$ cat config.mk
export PLATFORM = sky130hd
export DESIGN_NAME = multicycle_ctrl
export DESIGN_NICKNAME = d
export VERILOG_FILES = /design/src/rtl/multicycle_ctrl.sv
export SDC_FILE = /design/constraint.sdc
export NUM_CORES = 1
export LEC_CHECK = 0
export ABC_AREA = 1
export BUFFER_PORTS_ARGS = -buffer_cell sky130_fd_sc_hd__buf_4
export CAP_MARGIN = 20
export CORE_MARGIN = 8
export CORE_UTILIZATION = 49
export CTS_BUF_LIST = sky130_fd_sc_hd__clkbuf_8
export DETAILED_ROUTE_END_ITERATION = 7
export PLACE_DENSITY = 0.85
export SETUP_SLACK_MARGIN = 0.2
export SYNTH_ARGS = -nofsm -noshare
export SYNTH_HDL_FRONTEND = slang
export SYNTH_SLANG_ARGS = --single-unit
$ cat constraint.sdc
create_clock -name clk -period 1.4 [get_ports clk]
set_input_delay 0.28 -clock clk [delete_from_list [all_inputs] [get_ports clk]]
set_output_delay 0.28 -clock clk [all_outputs]
set_load 0.005 [all_outputs]
$ cat src/rtl/multicycle_ctrl.sv
// multicycle_ctrl: control FSM for the 4-bit multi-cycle CPU.
// Sequences the shared PC/IR/ALU/register-file/memory datapath through
// fetch, decode, execute, memory and writeback. Drives every datapath
// select and the memory req/ready handshake. Flags HALT, illegal opcodes
// and memory timeouts with sticky status outputs.
module multicycle_ctrl #(
    parameter int TIMEOUT = 16
) (
    input  logic       clk,
    input  logic       reset_n,
    input  logic [3:0] op,
    input  logic       zero,
    input  logic       mem_ready,
    output logic       mem_req,
    output logic       mem_we,
    output logic       iord,
    output logic       irwrite,
    output logic       pcen,
    output logic [1:0] pcsource,
    output logic       alusrca,
    output logic [1:0] alusrcb,
    output logic [3:0] alucontrol,
    output logic       regdst,
    output logic       memtoreg,
    output logic       regwrite,
    output logic       halted,
    output logic [1:0] err_code
);

    typedef enum logic [3:0] {
        S_FETCH,
        S_DECODE,
        S_EXEC,
        S_ALUWB,
        S_ADDIEX,
        S_ADDIWB,
        S_MEMADR,
        S_MEMRD,
        S_MEMWB,
        S_MEMWR,
        S_BRANCH,
        S_JUMP,
        S_HALT,
        S_ERR
    } state_t;

    localparam logic [3:0] OP_ADD  = 4'b0000;
    localparam logic [3:0] OP_SUB  = 4'b0001;
    localparam logic [3:0] OP_AND  = 4'b0010;
    localparam logic [3:0] OP_OR   = 4'b0011;
    localparam logic [3:0] OP_SLT  = 4'b0100;
    localparam logic [3:0] OP_ADDI = 4'b0101;
    localparam logic [3:0] OP_LW   = 4'b0110;
    localparam logic [3:0] OP_SW   = 4'b0111;
    localparam logic [3:0] OP_BEQ  = 4'b1000;
    localparam logic [3:0] OP_J    = 4'b1001;
    localparam logic [3:0] OP_HALT = 4'b1111;

    localparam logic [3:0] ALU_ADD = 4'b0010;
    localparam logic [3:0] ALU_SUB = 4'b0110;
    localparam logic [3:0] ALU_AND = 4'b0000;
    localparam logic [3:0] ALU_OR  = 4'b0001;
    localparam logic [3:0] ALU_SLT = 4'b0111;

    localparam logic [1:0] ERR_NONE    = 2'b00;
    localparam logic [1:0] ERR_ILLEGAL = 2'b01;
    localparam logic [1:0] ERR_TIMEOUT = 2'b10;

    // Wait counter only ever needs to reach TIMEOUT-1.
    localparam int              CW        = $clog2(TIMEOUT);
    localparam logic [CW-1:0]   WAIT_LAST = CW'(TIMEOUT - 1);

    state_t        state, state_next;
    logic [CW-1:0] wait_cnt, wait_next;
    logic          halted_q, halted_next;
    logic [1:0]    err_q, err_next;
    logic          pcwrite, pcwritecond;

    // ALU operation for R-type instructions in EXEC.
    function automatic logic [3:0] rtype_alu(input logic [3:0] opcode);
        case (opcode)
            OP_SUB:  return ALU_SUB;
            OP_AND:  return ALU_AND;
            OP_OR:   return ALU_OR;
            OP_SLT:  return ALU_SLT;
            default: return ALU_ADD;
        endcase
    endfunction

    // State, wait counter and sticky status registers.
    always_ff @(posedge clk or negedge reset_n) begin
        if (!reset_n) begin
            state    <= S_FETCH;
            wait_cnt <= '0;
            halted_q <= 1'b0;
            err_q    <= ERR_NONE;
        end else begin
            // NOTE: non-blocking assignments so every register samples the
            // pre-edge values computed by the combinational block.
            state    <= state_next;
            wait_cnt <= wait_next;
            halted_q <= halted_next;
            err_q    <= err_next;
        end
    end

    // Next-state and control outputs, decoded from the current state.
    always_comb begin
        // NOTE: every output gets a default first, so no path through the
        // case statement can leave one unassigned and infer a latch.
        state_next  = state;
        err_next    = err_q;
        pcwrite     = 1'b0;
        pcwritecond = 1'b0;
        mem_req     = 1'b0;
        mem_we      = 1'b0;
        iord        = 1'b0;
        irwrite     = 1'b0;
        pcsource    = 2'b00;
        alusrca     = 1'b0;
        alusrcb     = 2'b00;
        alucontrol  = ALU_ADD;
        regdst      = 1'b0;
        memtoreg    = 1'b0;
        regwrite    = 1'b0;

        // NOTE: decoding is gated by reset_n so that asserting reset drops
        // mem_req and all enables at once, without waiting for a clock edge.
        if (reset_n) begin
            case (state)
                S_FETCH: begin
                    mem_req = 1'b1;
                    alusrcb = 2'b01;
                    if (mem_ready) begin
                        irwrite    = 1'b1;
                        pcwrite    = 1'b1;
                        state_next = S_DECODE;
                    end else if (wait_cnt == WAIT_LAST) begin
                        state_next = S_ERR;
                        err_next   = ERR_TIMEOUT;
                    end
                end
                S_DECODE: begin
                    // Precompute the branch target into ALUOut.
                    alusrcb = 2'b11;
                    case (op)
                        OP_ADD, OP_SUB, OP_AND, OP_OR, OP_SLT: state_next = S_EXEC;
                        OP_ADDI:     state_next = S_ADDIEX;
                        OP_LW, OP_SW: state_next = S_MEMADR;
                        OP_BEQ:      state_next = S_BRANCH;
                        OP_J:        state_next = S_JUMP;
                        OP_HALT:     state_next = S_HALT;
                        default: begin
                            state_next = S_ERR;
                            err_next   = ERR_ILLEGAL;
                        end
                    endcase
                end
                S_EXEC: begin
                    alusrca    = 1'b1;
                    alucontrol = rtype_alu(op);
                    state_next = S_ALUWB;
                end
                S_ALUWB: begin
                    regdst     = 1'b1;
                    regwrite   = 1'b1;
                    state_next = S_FETCH;
                end
                S_ADDIEX: begin
                    alusrca    = 1'b1;
                    alusrcb    = 2'b10;
                    state_next = S_ADDIWB;
                end
                S_ADDIWB: begin
                    regwrite   = 1'b1;
                    state_next = S_FETCH;
                end
                S_MEMADR: begin
                    alusrca    = 1'b1;
                    alusrcb    = 2'b10;
                    state_next = (op == OP_LW) ? S_MEMRD : S_MEMWR;
                end
                S_MEMRD, S_MEMWR: begin
                    mem_req = 1'b1;
                    iord    = 1'b1;
                    mem_we  = (state == S_MEMWR);
                    if (mem_ready) begin
                        state_next = (state == S_MEMRD) ? S_MEMWB : S_FETCH;
                    end else if (wait_cnt == WAIT_LAST) begin
                        state_next = S_ERR;
                        err_next   = ERR_TIMEOUT;
                    end
                end
                S_MEMWB: begin
                    memtoreg   = 1'b1;
                    regwrite   = 1'b1;
                    state_next = S_FETCH;
                end
                S_BRANCH: begin
                    alusrca     = 1'b1;
                    alucontrol  = ALU_SUB;
                    pcwritecond = 1'b1;
                    pcsource    = 2'b01;
                    state_next  = S_FETCH;
                end
                S_JUMP: begin
                    pcwrite    = 1'b1;
                    pcsource   = 2'b10;
                    state_next = S_FETCH;
                end
                S_HALT:  state_next = S_HALT;
                S_ERR:   state_next = S_ERR;
                default: state_next = S_ERR;
            endcase
        end

        pcen = pcwrite | (pcwritecond & zero);

        // Count stalled request cycles; clear on completion or state change.
        if (mem_req && !mem_ready && (state_next == state)) begin
            wait_next = wait_cnt + CW'(1);
        end else begin
            wait_next = '0;
        end

        halted_next = halted_q | (state_next == S_HALT);
    end

    assign halted   = halted_q;
    assign err_code = err_q;

endmodule

* After elaboration in Yosys (flattened, before gate mapping)
Index checks and enable logic that the tools add are counted.
Word-level totals: input bits 8, register bits after elaboration 11
Operators by class: bitwise gates (word level) 3, equality and inequality tests 28, mux-type cells 41, $add $sub $neg 1, reductions and logical operators 16
Operators by type and width (count):
- equality test 4 bit, second input constant | 10
- equality test 4 x 3 -> 1 bit, second input constant | 8
- one-hot mux 4 bit (8 select lines) | 1
- two-way mux 4 bit | 7
- one-hot mux 4 bit (6 select lines) | 1
- two-way mux 1 bit | 20
- equality test 4 x 2 -> 1 bit, second input constant | 4
- one-hot mux 3 bit (4 select lines) | 1
- OR reduction 11 bit | 1
- two-way mux 2 bit | 5
- OR reduction 5 bit | 2
- equality test 4 x 1 -> 1 bit, second input constant | 2
- zero test 4 bit | 2
- one-hot mux 2 bit (2 select lines) | 2
- one-hot mux 2 bit (3 select lines) | 1
- one-hot mux 3 bit (2 select lines) | 1
- OR reduction 2 bit | 3
- OR reduction 3 bit | 2
- AND reduction 5 bit | 1
- adder 4 x 1 -> 4 bit, second input constant | 1
- equality test 4 bit | 1
- inequality test 2 bit, second input constant | 2
- OR reduction 4 bit | 1
- two-way mux 3 bit | 1
- other kinds (7) | 9

* Logic depth before layout (Yosys ltp)
Gate-level depths: netlist of run 1.
depth in word-level cells 8, gate-level depth with buffers 12

* Least setup slack after synthesis of run 1
No wires, ideal clock.
path kind reg-to-output, from register state[1], to output port pcen, stages on the path, launching flop included 7, data arrival time 1.206 ns, required time 1.120 ns, slack -0.086 ns, path through dfrtp_1 -> buf_2 -> nor2_1 -> nand2_1 -> nor3_1 -> a21oi_1 -> o21ai_0
On the way: word-level cells in the longest chain between the ends 5
Ends and longest elaborated chain:
- from (decl) | RTL line 73 | state_t state, state_next;
- from (signal assigned) | RTL line 100 | state <= state_next;
- equality test 4 bit | RTL line 130 | case (state)
- two-way mux 1 bit | RTL line 130
- two-way mux 1 bit | RTL line 129 | if (reset_n) begin
- bitwise AND 1 bit | RTL line 217 | pcen = pcwrite | (pcwritecond & zero);
- bitwise OR 1 bit * | RTL line 217
- to (decl) | RTL line 18 | output logic pcen,
Every way passes the cells marked *; elsewhere a longest branch is shown, timed or not.

* Worst setup path in the final report of run 1
from register state[1], to register halted_q (netlist: halted)
On the way: word-level cells in the longest chain between the ends 7
Ends and longest elaborated chain:
- equality test 4 x 3 -> 1 bit | RTL line 130, 188
- two-way mux 4 bit | RTL line 188 | state_next = (state == S_MEMRD) ? S_MEMWB : S_FETCH;
- two-way mux 4 bit | RTL line 187 | if (mem_ready) begin
- one-hot mux 4 bit (8 select lines) | RTL line 130
- two-way mux 4 bit * | RTL line 129
- equality test 4 bit * | RTL line 226 | halted_next = halted_q | (state_next == S_HALT);
- bitwise OR 1 bit * | RTL line 226
- named net halted_next | RTL line 75 | logic halted_q, halted_next;
- to (signal assigned) | RTL line 102 | halted_q <= halted_next;
- to (decl) | RTL line 75
Mark *: on every way through the listed nets, which the timed path passes. The rest lies on a longest branch. A chain may end at the register's enable or synchronous reset.

==> results of run 1 <==
[worst max-delay path: cells and delay by family, from the launching register on]
family                 cells  cell delay [ns]
and+or+nand+nor            8             1.06
DFF                        1             0.48
AOI/OAI and AO/OA          1             0.20
buffers and inverters      1             0.16
[area by class of cell]
class	count	area (um^2)	share of cell area
tap	27	33.78	0.01781
clock inverter	1	3.754	0.001979
timing repair buffer	65	534.3	0.2817
sequential	11	280.3	0.1478
inverter	26	102.6	0.05409
multi-input combinational	135	900.9	0.4749
clock buffer	3	41.29	0.02177
[path summary, 6_finish.rpt]
| kind | from | end | slack (ns) | cells after the start |
|---|---|---|---|---|
| max | state[1] | halted | -0.56 | 10 |
| min | halted | halted | 0.50 | 2 |
| max reg2reg | state[1] | halted | -0.56 | 10 |
| min reg2reg | halted | halted | 0.50 | 2 |
| max in group asynchronous | reset_n | state[2] | 0.51 | 3 |
| min in group asynchronous | reset_n | err_code[1] | 0.62 | 3 |
[per-stage QoR]
| stage | util | setup TNS [ns] | hold slack (ns) | total power, mW |
|---|---|---|---|---|
| after floorplan | - | 0 | -0.01559 | 0.3680 |
| after global placement | 0.7608 | -0.8848 | 0.2214 | 0.4151 |
| after detailed placement | 0.7608 | -1.693 | 0.2197 | 0.4193 |
| after CTS | 0.8929 | -5.471 | 0.4648 | 0.7390 |
| after global routing | 0.9668 | -11.65 | 0.5131 | 0.8207 |
| final | 0.9668 | -10.45 | 0.4991 | 0.7963 |
[sequential cells by signal, summed over array words and instances (netlist names)]
register,flops
err_code,2
wait_cnt,4
state,4
halted,1
[what timing repair did]
| item | 4_1_cts | 5_1_grt |
|---|---|---|
| hold buffers | 2 | 0 |
| hold endpoints to repair | 11 | 0 |
| endpoints found under the setup margin | 27 | 27 |
| pin swaps | 9 | 12 |
| resized for setup | 39 | 30 |
| setup buffers | 7 | 5 |
[cell families after synthesis]
| family | Yosys count |
|---|---|
| xor+xnor | 2 |
| buf+inv | 31 |
| flops | 11 |
| other cells | 1 |
| fa+ha+maj | 1 |
| compound gates | 13 |
| simple gates | 118 |
[per-layer routing]
layer  wire length, um  global-route usage
met1              2281              0.2961
met2              2999              0.4520
met3              1127             0.04733
met4              1007              0.2013
met5                 0                   0
[power groups by stage]
stage	Sequential, mW	Combinational, mW	Clock, mW
final	0.323	0.128	0.346
after floorplan	0.329	0.0395	0
after detailed placement	0.328	0.0911	0
after global placement	0.328	0.0870	0
after global routing	0.324	0.139	0.358
after CTS	0.323	0.0991	0.317
[placed cells by master, fill, tap and decap left out, types with 2 or more instances in the layout]
cell type	count
nor3_2	3
a21oi_1	2
nor2_4	7
clkbuf_8	3
dfrtp_1	7
inv_4	2
inv_2	5
buf_4	53
nor2_1	15
o21ai_1	3
nand2_4	11
nor3_4	2
buf_6	9
nor2_2	5
nand3_2	6
inv_1	20
dfrtp_2	4
dlygate4sd3_1	2
nand2_1	43
nand3_4	3
nand3_1	10
nand2_2	12
a21oi_2	2
==> results_dict.tcl, run 1 <==
set metrics [dict create \
    post-dp-hpwl_um 2717 \
    num_antenna_cells 0 \
    final_cells 268 \
    wire_per_inst_um 27.67 \
    grt_pass1_wl_um 7410 \
    p_switching_mw 0.2385 \
    syn_nets 186 \
    yosysSeqAreaShare 0.2680 \
    floorplan.initialDensity 0.5236 \
    crit_path_end_kind "flip-flop" \
    hold_violations 0 \
    clk_pin_slew_ns 0.05 \
    overflow 0 \
    synth_cell_types 27 \
    cp_slowest_cell "dfrtp_2" \
    seqPwrFrac 0.406 \
    ys_top_cells_by_area "dfrtp_1 (27%), nand2_1 (23%), inv_1 (8.8%)" \
    cts_tree "yes" \
    fin_crit_ns 1.959 \
    status "finished, violations left" \
    cts_max_path_buffers 2 \
    critical_path_arrival_ns 2.15 \
    num_vias 1848 \
    netlist_area_mm2 0.001027 \
    fill_cells 37 \
    drt_first_iter_violations 556 \
    synth_compound_area_frac 0.07917 \
    async_flop_share 1.000 \
    synth-xor-area-share 0.01705 \
    nets 251 \
    grt_max_degree 8 \
    clock-root-buffer "clkbuf_8" \
    finalInstanceArea_mm2 0.001897 \
    drv_slew 0 \
    fmax_ghz 0.5105 \
    required_ns 1.59 \
    yosysTopAreaCellShare 0.2680 \
    grt_usage 0.2694 \
    cp_cell_sequence "nor2_4 > buf_4 > nand2_1 > nand2_2 > nand3_1 > nor2_1 > nand3_2 > a21oi_2 > nand2_1 > nand2_1" \
    yosys-mux-area-fraction 0 \
    die-area_mm2 0.003817 \
    setup_slack_ns -0.5590 \
    cts_made_buffers 3 \
    setup_viol 27 \
    io_pins 28 \
    synth.largest_area_cell "dfrtp_1" \
    synthFlopType "dfrtp_1" \
    grt_setup_unrepaired "true" \
    failed_checks "DRC, setup timing" \
    core_region_area_mm2 0.001962 \
    syn_area_per_cell_um2 5.804 \
    grt_antenna_before_repair 0 \
    p_leak_nw 0.9704 \
    synth.most_common_cell "nand2_1" \
    maxCapViolations 0 \
    via_per_inst 6.896 \
    clkLatencyLatePin_ns 0.26 \
    synth_top_family_by_area "simple AND/OR/NAND/NOR gates" \
    internal_power_mw 0.5578 \
    portBuffers 26 \
    totalWireLength_um 7416 \
    die_w_um 61.79 \
    yosysWarningCount 0 \
    htree_levels 1 \
    hold_path_class "reg -> reg" \
    drive_gt1_frac 0.5436 \
    first_pass_iters 8 \
    swShare 0.2996 \
    cp_max_fo 6 \
    die_y_um 61.79 \
    netlist_instances 177 \
    crit_path_start_kind "flip-flop" \
    p_comb_frac 0.160 \
    place_inst 250 \
    place_area_mm2 0.001493 \
    synth_edf_count 0 \
    routabilityCongestion 0.9589 \
    synthToLayoutAreaGrowth_pct 84.65 \
    cts.sinks 11 \
    yosys.area_share.simple 0.4970 \
    max-vdd-ir-drop_v 0.0006005 \
    critical_path.most_common_cell "nand2_1" \
    place_ws_ns -0.1437 \
    min_period_over_period 1.399 \
    ys_ff_latch 11 \
    power_frac_clock 0.434 \
    critical_path_class "reg -> reg" \
    ant_nets 0 \
    cpPeakStageDelay_ns 0.48 \
    grt_pass1_vias 1536 \
    powerDensity_mw_per_mm2 419.8 \
    post-route-drc-count 68 \
    synth_common_cells "nand2_1 (64), inv_1 (24), nor2_1 (24)" \
    row_count 16 \
    synthAdderAreaFrac 0.01218 \
    finClkSkew_ns 0.006188 \
]
Power figures use the tool's default switching activity.
==> run 2, diff against run 1 <==
Settings changed: CORE_UTILIZATION 49 to 46, CTS_BUF_LIST sky130_fd_sc_hd__clkbuf_8 to not set, PLACE_DENSITY 0.85 to 0.81.
==> run 2 against run 1 <==
  * The run ends with setup timing left
  * Critical path depth is 4 lower
  * Total power is 17% lower
  * Core utilization is 8.2 points lower
  * Cell area is 1.3% higher
  * Global-route usage is 8.1 points lower
  * Sequential power hardly changed
  * Via count is 15% lower
  * Clock power is 35% lower
  * Clock skew is 0.0012 ns higher
  * Combinational power is 14% lower
  * Worst setup slack better by 0.17 ns
  * Critical endpoint is now pcen
==> results_dict.tcl, run 2 (same netlist as run 1, synthesis figures left out) <==
set metrics [dict create \
    status "finished, violations left" \
    failed_checks "setup timing" \
    routabilityCongestion 1.030 \
    critical_path_class "reg -> out" \
    cts_tree "yes" \
    min_period_over_period 1.280 \
    totalWireLength_um 4835 \
    die_y_um 63.26 \
    cp-startpoint "state[0]" \
    core_region_area_mm2 0.002170 \
    finalInstanceArea_mm2 0.001921 \
    place_area_mm2 0.001524 \
    mostFrequentLayoutCell "buf_4" \
    io_pins 28 \
    fin_util 0.8852 \
    place_ws_ns -0.1104 \
    cp_max_fo 4 \
    drive_gt1_frac 0.5615 \
    crit_path_end_kind "primary output" \
    hold_violations 0 \
    synthToLayoutAreaGrowth_pct 86.97 \
    die-area_mm2 0.004001 \
    rr_endpoint "halted" \
    grt_max_degree 10 \
    fin_crit_ns 1.792 \
    powerDensity_mw_per_mm2 342.3 \
    wire_per_inst_um 17.78 \
    setup_viol 27 \
    overflow 0 \
    cp_cell_sequence "inv_2 > nand2_2 > nor4_4 > a21oi_1 > o21ai_1 > buf_4" \
    ant_nets 0 \
    clock-root-buffer "clkbuf_4" \
    setup_slack_ns -0.3925 \
    cts_made_buffers 3 \
    portBuffers 26 \
    die_w_um 63.26 \
    cpPeakStageDelay_ns 0.48 \
    timing.rr.start "state[1]" \
    grt_pass1_wl_um 6251 \
    final_cells 272 \
    num_antenna_cells 0 \
    htree_levels 1 \
    nets 254 \
    floorplan.initialDensity 0.4735 \
    clk_pin_slew_ns 0.07 \
    row_count 17 \
    fin_tns_setup_ns -7.692 \
    grt_setup_unrepaired "true" \
    fmax_ghz 0.5579 \
    worstSetupEndpoint "pcen" \
    drt_first_iter_violations 116 \
    p_leak_nw 0.9862 \
    max-vdd-ir-drop_v 0.0006115 \
    cp_slowest_cell "dfrtp_2" \
    critical_path_arrival_ns 1.51 \
    holdWs_ns 0.4836 \
    finalPower_mw 0.6575 \
    place_inst 255 \
    required_ns 1.12 \
    grt_antenna_before_repair 0 \
    first_pass_iters 7 \
    via_per_inst 5.757 \
    maxCapViolations 0 \
    crit_path_start_kind "flip-flop" \
    post-dp-hpwl_um 2665 \
    r2r_slack_ns -0.33 \
    clkLatencyLatePin_ns 0.27 \
    finClkSkew_ns 0.007358 \
    cts.sinks 11 \
    drv_slew 0 \
    grt_usage 0.1883 \
    layout_common_cells "buf_4 (49), nand2_1 (41), buf_6 (18)" \
    num_vias 1566 \
    post-route-drc-count 0 \
    cts_max_path_buffers 2 \
    hold_path_class "reg -> reg" \
    reg2reg_depth 10 \
    grt_pass1_vias 1384 \
]
-- run 2: cell types whose count changed in the layout (fill, tap and decap cells not counted), sizes merged --
cell / previous run / this run
clkbuf: 3 / 4
buf: 63 / 67
inv: 27 / 26
dlygate4sd3: 2 / 1
-- run 2: worst min path at each step --
stage                         start     endpoint  cells past startpoint
final                        halted       halted                      2
after detailed placement    reset_n  wait_cnt[1]                      2
after global placement      reset_n  wait_cnt[1]                      2
after CTS                 mem_ready     state[1]                      6
after global routing         halted       halted                      2
after floorplan             reset_n  err_code[0]                      0
-- run 2: worst max-delay path: cells and delay by family, from the launching register on --
family / cells / cell delay (ns)
AO/OA/AOI/OAI: 2 / 0.21
buffers and inverters: 2 / 0.26
flip-flops: 1 / 0.48
AND/OR/NAND/NOR: 2 / 0.30
-- run 2: repair_timing --
action                                 in CTS  in global routing
pin swaps                                   9                 17
endpoints found under the hold margin      11                  0
hold buffers                                1                  0
setup endpoints to repair                  27                 27
setup buffers                               7                  5
gates resized for setup                    24                 54
-- run 2: area by class of cell --
| type | instances | area, um^2 |
|---|---|---|
| multi-input cells | 135 | 895.9 |
| repair buffers | 68 | 580.6 |
| flip-flops and latches | 11 | 280.3 |
| fillers | 100 | 249.0 |
| inverters | 26 | 102.6 |
| well taps | 28 | 35.03 |
| clock buffers | 4 | 26.28 |
-- run 2: routing by layer --
metal	share of wire	GRT usage	vias up
met5	0	0	-
met4	0.063	0.09192	0
met3	0.070	0.02827	37
met2	0.48	0.3291	105
met1	0.39	0.2179	738
li1	-	-	686
-- run 2: power breakdown --
group | internal (mW) | switching, mW | total, mW
Combinational | 0.0422 | 0.0677 | 0.110
Sequential | 0.320 | 0.00231 | 0.323
Clock | 0.110 | 0.115 | 0.225
Total | 0.473 | 0.185 | 0.658
==> run 3, diff against run 2 <==
Settings changed: GPL_TIMING_DRIVEN set to 0.
==> run 3 against run 2 <==
  * The flow still finishes with violations (setup timing)
  * Wire length decreased by 13%
  * Sequential power about the same
  * Clock skew decreased by 0.0039 ns
  * Core utilization decreased by 7.7 points
  * Sequential share of layout area increased by 1.2 points
  * Critical path depth unchanged
  * Combinational power decreased by 6%
  * Total power decreased by 2.5%
  * Register-to-register slack improved by 0.03 ns
  * Worst setup slack improved by 0.034 ns
  * Highest routed layer unchanged
  * Clock-buffer cell count unchanged
  * Via count decreased by 8.8%
  * Critical endpoint is now regwrite
==> results_dict.tcl, run 3 (same netlist as run 1, synthesis figures left out) <==
set metrics [dict create \
    final_cells 254 \
    worst_slew_pin_slew_ns 0.5056 \
    cp-startpoint "state[2]" \
    die_w_um 63.26 \
    io_pins 28 \
    cts_made_buffers 3 \
    setup_viol 27 \
    finalInstanceArea_mm2 0.001754 \
    grt_max_degree 12 \
    hold_path_class "in -> reg" \
    fin_tns_setup_ns -6.843 \
    cts.sinks 11 \
    drv_slew 0 \
    ant_nets 0 \
    place_inst 231 \
    htree_levels 1 \
    routabilityCongestion 0.8987 \
    timing.rr.start "state[2]" \
    cp_max_fo 6 \
    min_period_over_period 1.256 \
    place_ws_ns -0.3173 \
    die-area_mm2 0.004001 \
    grt_pass1_vias 1408 \
    finClkSkew_ns 0.003477 \
    failed_checks "setup timing" \
    required_ns 1.12 \
    grt_setup_unrepaired "true" \
    grt_pass1_wl_um 6258 \
    drive_gt1_frac 0.5310 \
    num_antenna_cells 0 \
    critical_path_class "reg -> out" \
    post-dp-hpwl_um 2280 \
    p_switching_mw 0.1704 \
    clock-root-buffer "clkbuf_4" \
    overflow 0 \
    grt_usage 0.1935 \
    synthToLayoutAreaGrowth_pct 70.77 \
    cts_max_path_buffers 2 \
    max-vdd-ir-drop_v 0.0005590 \
    die_y_um 63.26 \
    num_vias 1428 \
    portBuffers 26 \
    hold_path.startpoint "reset_n" \
    setup_slack_ns -0.3588 \
    post-route-drc-count 0 \
    row_count 17 \
    floorplan.initialDensity 0.4735 \
    crit_path_end_kind "primary output" \
    hold_violations 0 \
    status "finished, violations left" \
    grt_antenna_before_repair 0 \
    core_region_area_mm2 0.002170 \
    slew-limit-headroom 0.6618 \
    fill_cells 135 \
    critical_path_arrival_ns 1.48 \
    first_pass_iters 4 \
    wire_per_inst_um 16.54 \
    seqPwrFrac 0.504 \
    totalWireLength_um 4200 \
    finalPower_mw 0.6409 \
    swShare 0.2659 \
    clkLatencyLatePin_ns 0.27 \
    crit_path_start_kind "flip-flop" \
    whs_path_depth 4 \
    place_area_mm2 0.001346 \
    powerDensity_mw_per_mm2 365.4 \
    via_per_inst 5.622 \
    p_comb_frac 0.161 \
    fmax_ghz 0.5686 \
    reg2reg_depth 14 \
    internal_power_mw 0.4705 \
    clk_pin_slew_ns 0.06 \
    cts_tree "yes" \
    p_leak_nw 0.8762 \
    nets 236 \
    layout_common_cells "nand2_1 (40), buf_4 (40), nand2_2 (18)" \
    fin_crit_ns 1.759 \
    power_frac_clock 0.336 \
    drt_first_iter_violations 105 \
    maxCapViolations 0 \
]
run 3: changes by cell type in the layout (fill, tap and decap cells not counted), sizes merged:
| cell | delta |
|---|---|
| clkbuf | +1 |
| buf | -19 |
| inv | -1 |
| clkinvlp | +1 |
run 3: worst paths after layout:
path / end / slack (ns)
worst max-delay path: regwrite / -0.36
worst min-delay path: state[1] / 0.45
worst max register to register: halted / -0.30
worst min register to register: wait_cnt[0] / 0.48
max in group asynchronous: state[0] / 0.51
min in group asynchronous: err_code[0] / 0.52
run 3: per-stage QoR:
step	utilization	hold slack, ns
after floorplan	-	-0.01559
after global placement	0.6205	0.1183
after detailed placement	0.6205	0.1222
after CTS	0.7589	0.4116
after global routing	0.8085	0.4565
final	0.8085	0.4512
run 3: cell type report:
cell class                      instances  area [um^2]  share of cell area
Clock buffer                            4        26.28             0.01498
Multi-Input combinational cell        135        892.1              0.5086
Timing Repair Buffer                   45        359.1              0.2047
Sequential cell                        11        277.8              0.1583
Inverter                               26        108.9             0.06205
Buffer                                  5        55.05             0.03138
Tap cell                               28        35.03             0.01997
run 3: power by group through the flow:
stage,clock network (mW),logic [mW],registers (mW)
2_1_floorplan,0,0.0395,0.329
3_3_place_gp,0,0.0780,0.328
3_5_place_dp,0,0.0808,0.328
4_1_cts,0.223,0.0958,0.322
5_1_grt,0.235,0.113,0.323
6_report,0.215,0.103,0.323
run 3: metal layers:
| layer | track usage | wire length [um] | up-vias |
|---|---|---|---|
| met4 | 0.1838 | 259 | 0 |
| met2 | 0.3303 | 2148 | 88 |
| met5 | 0 | 0 | - |
| li1 | - | - | 652 |
| met1 | 0.1855 | 1499 | 664 |
| met3 | 0.04947 | 293 | 24 |
run 3: timing repair:
item,CTS,global route
setup buffers,15,3
hold buffers,1,0
gates resized for setup,44,24
setup endpoints to repair,27,27
pin swaps,14,11
endpoints found under the hold margin,11,0
run 3: worst max-delay path, cell delays in order, from the launching register on:
cell	delay (ns)
dfrtp_1	0.36
buf_6	0.16
nor2_4	0.06
nand2_2	0.13
nor2_4	0.04
a311o_1	0.31
buf_4	0.14
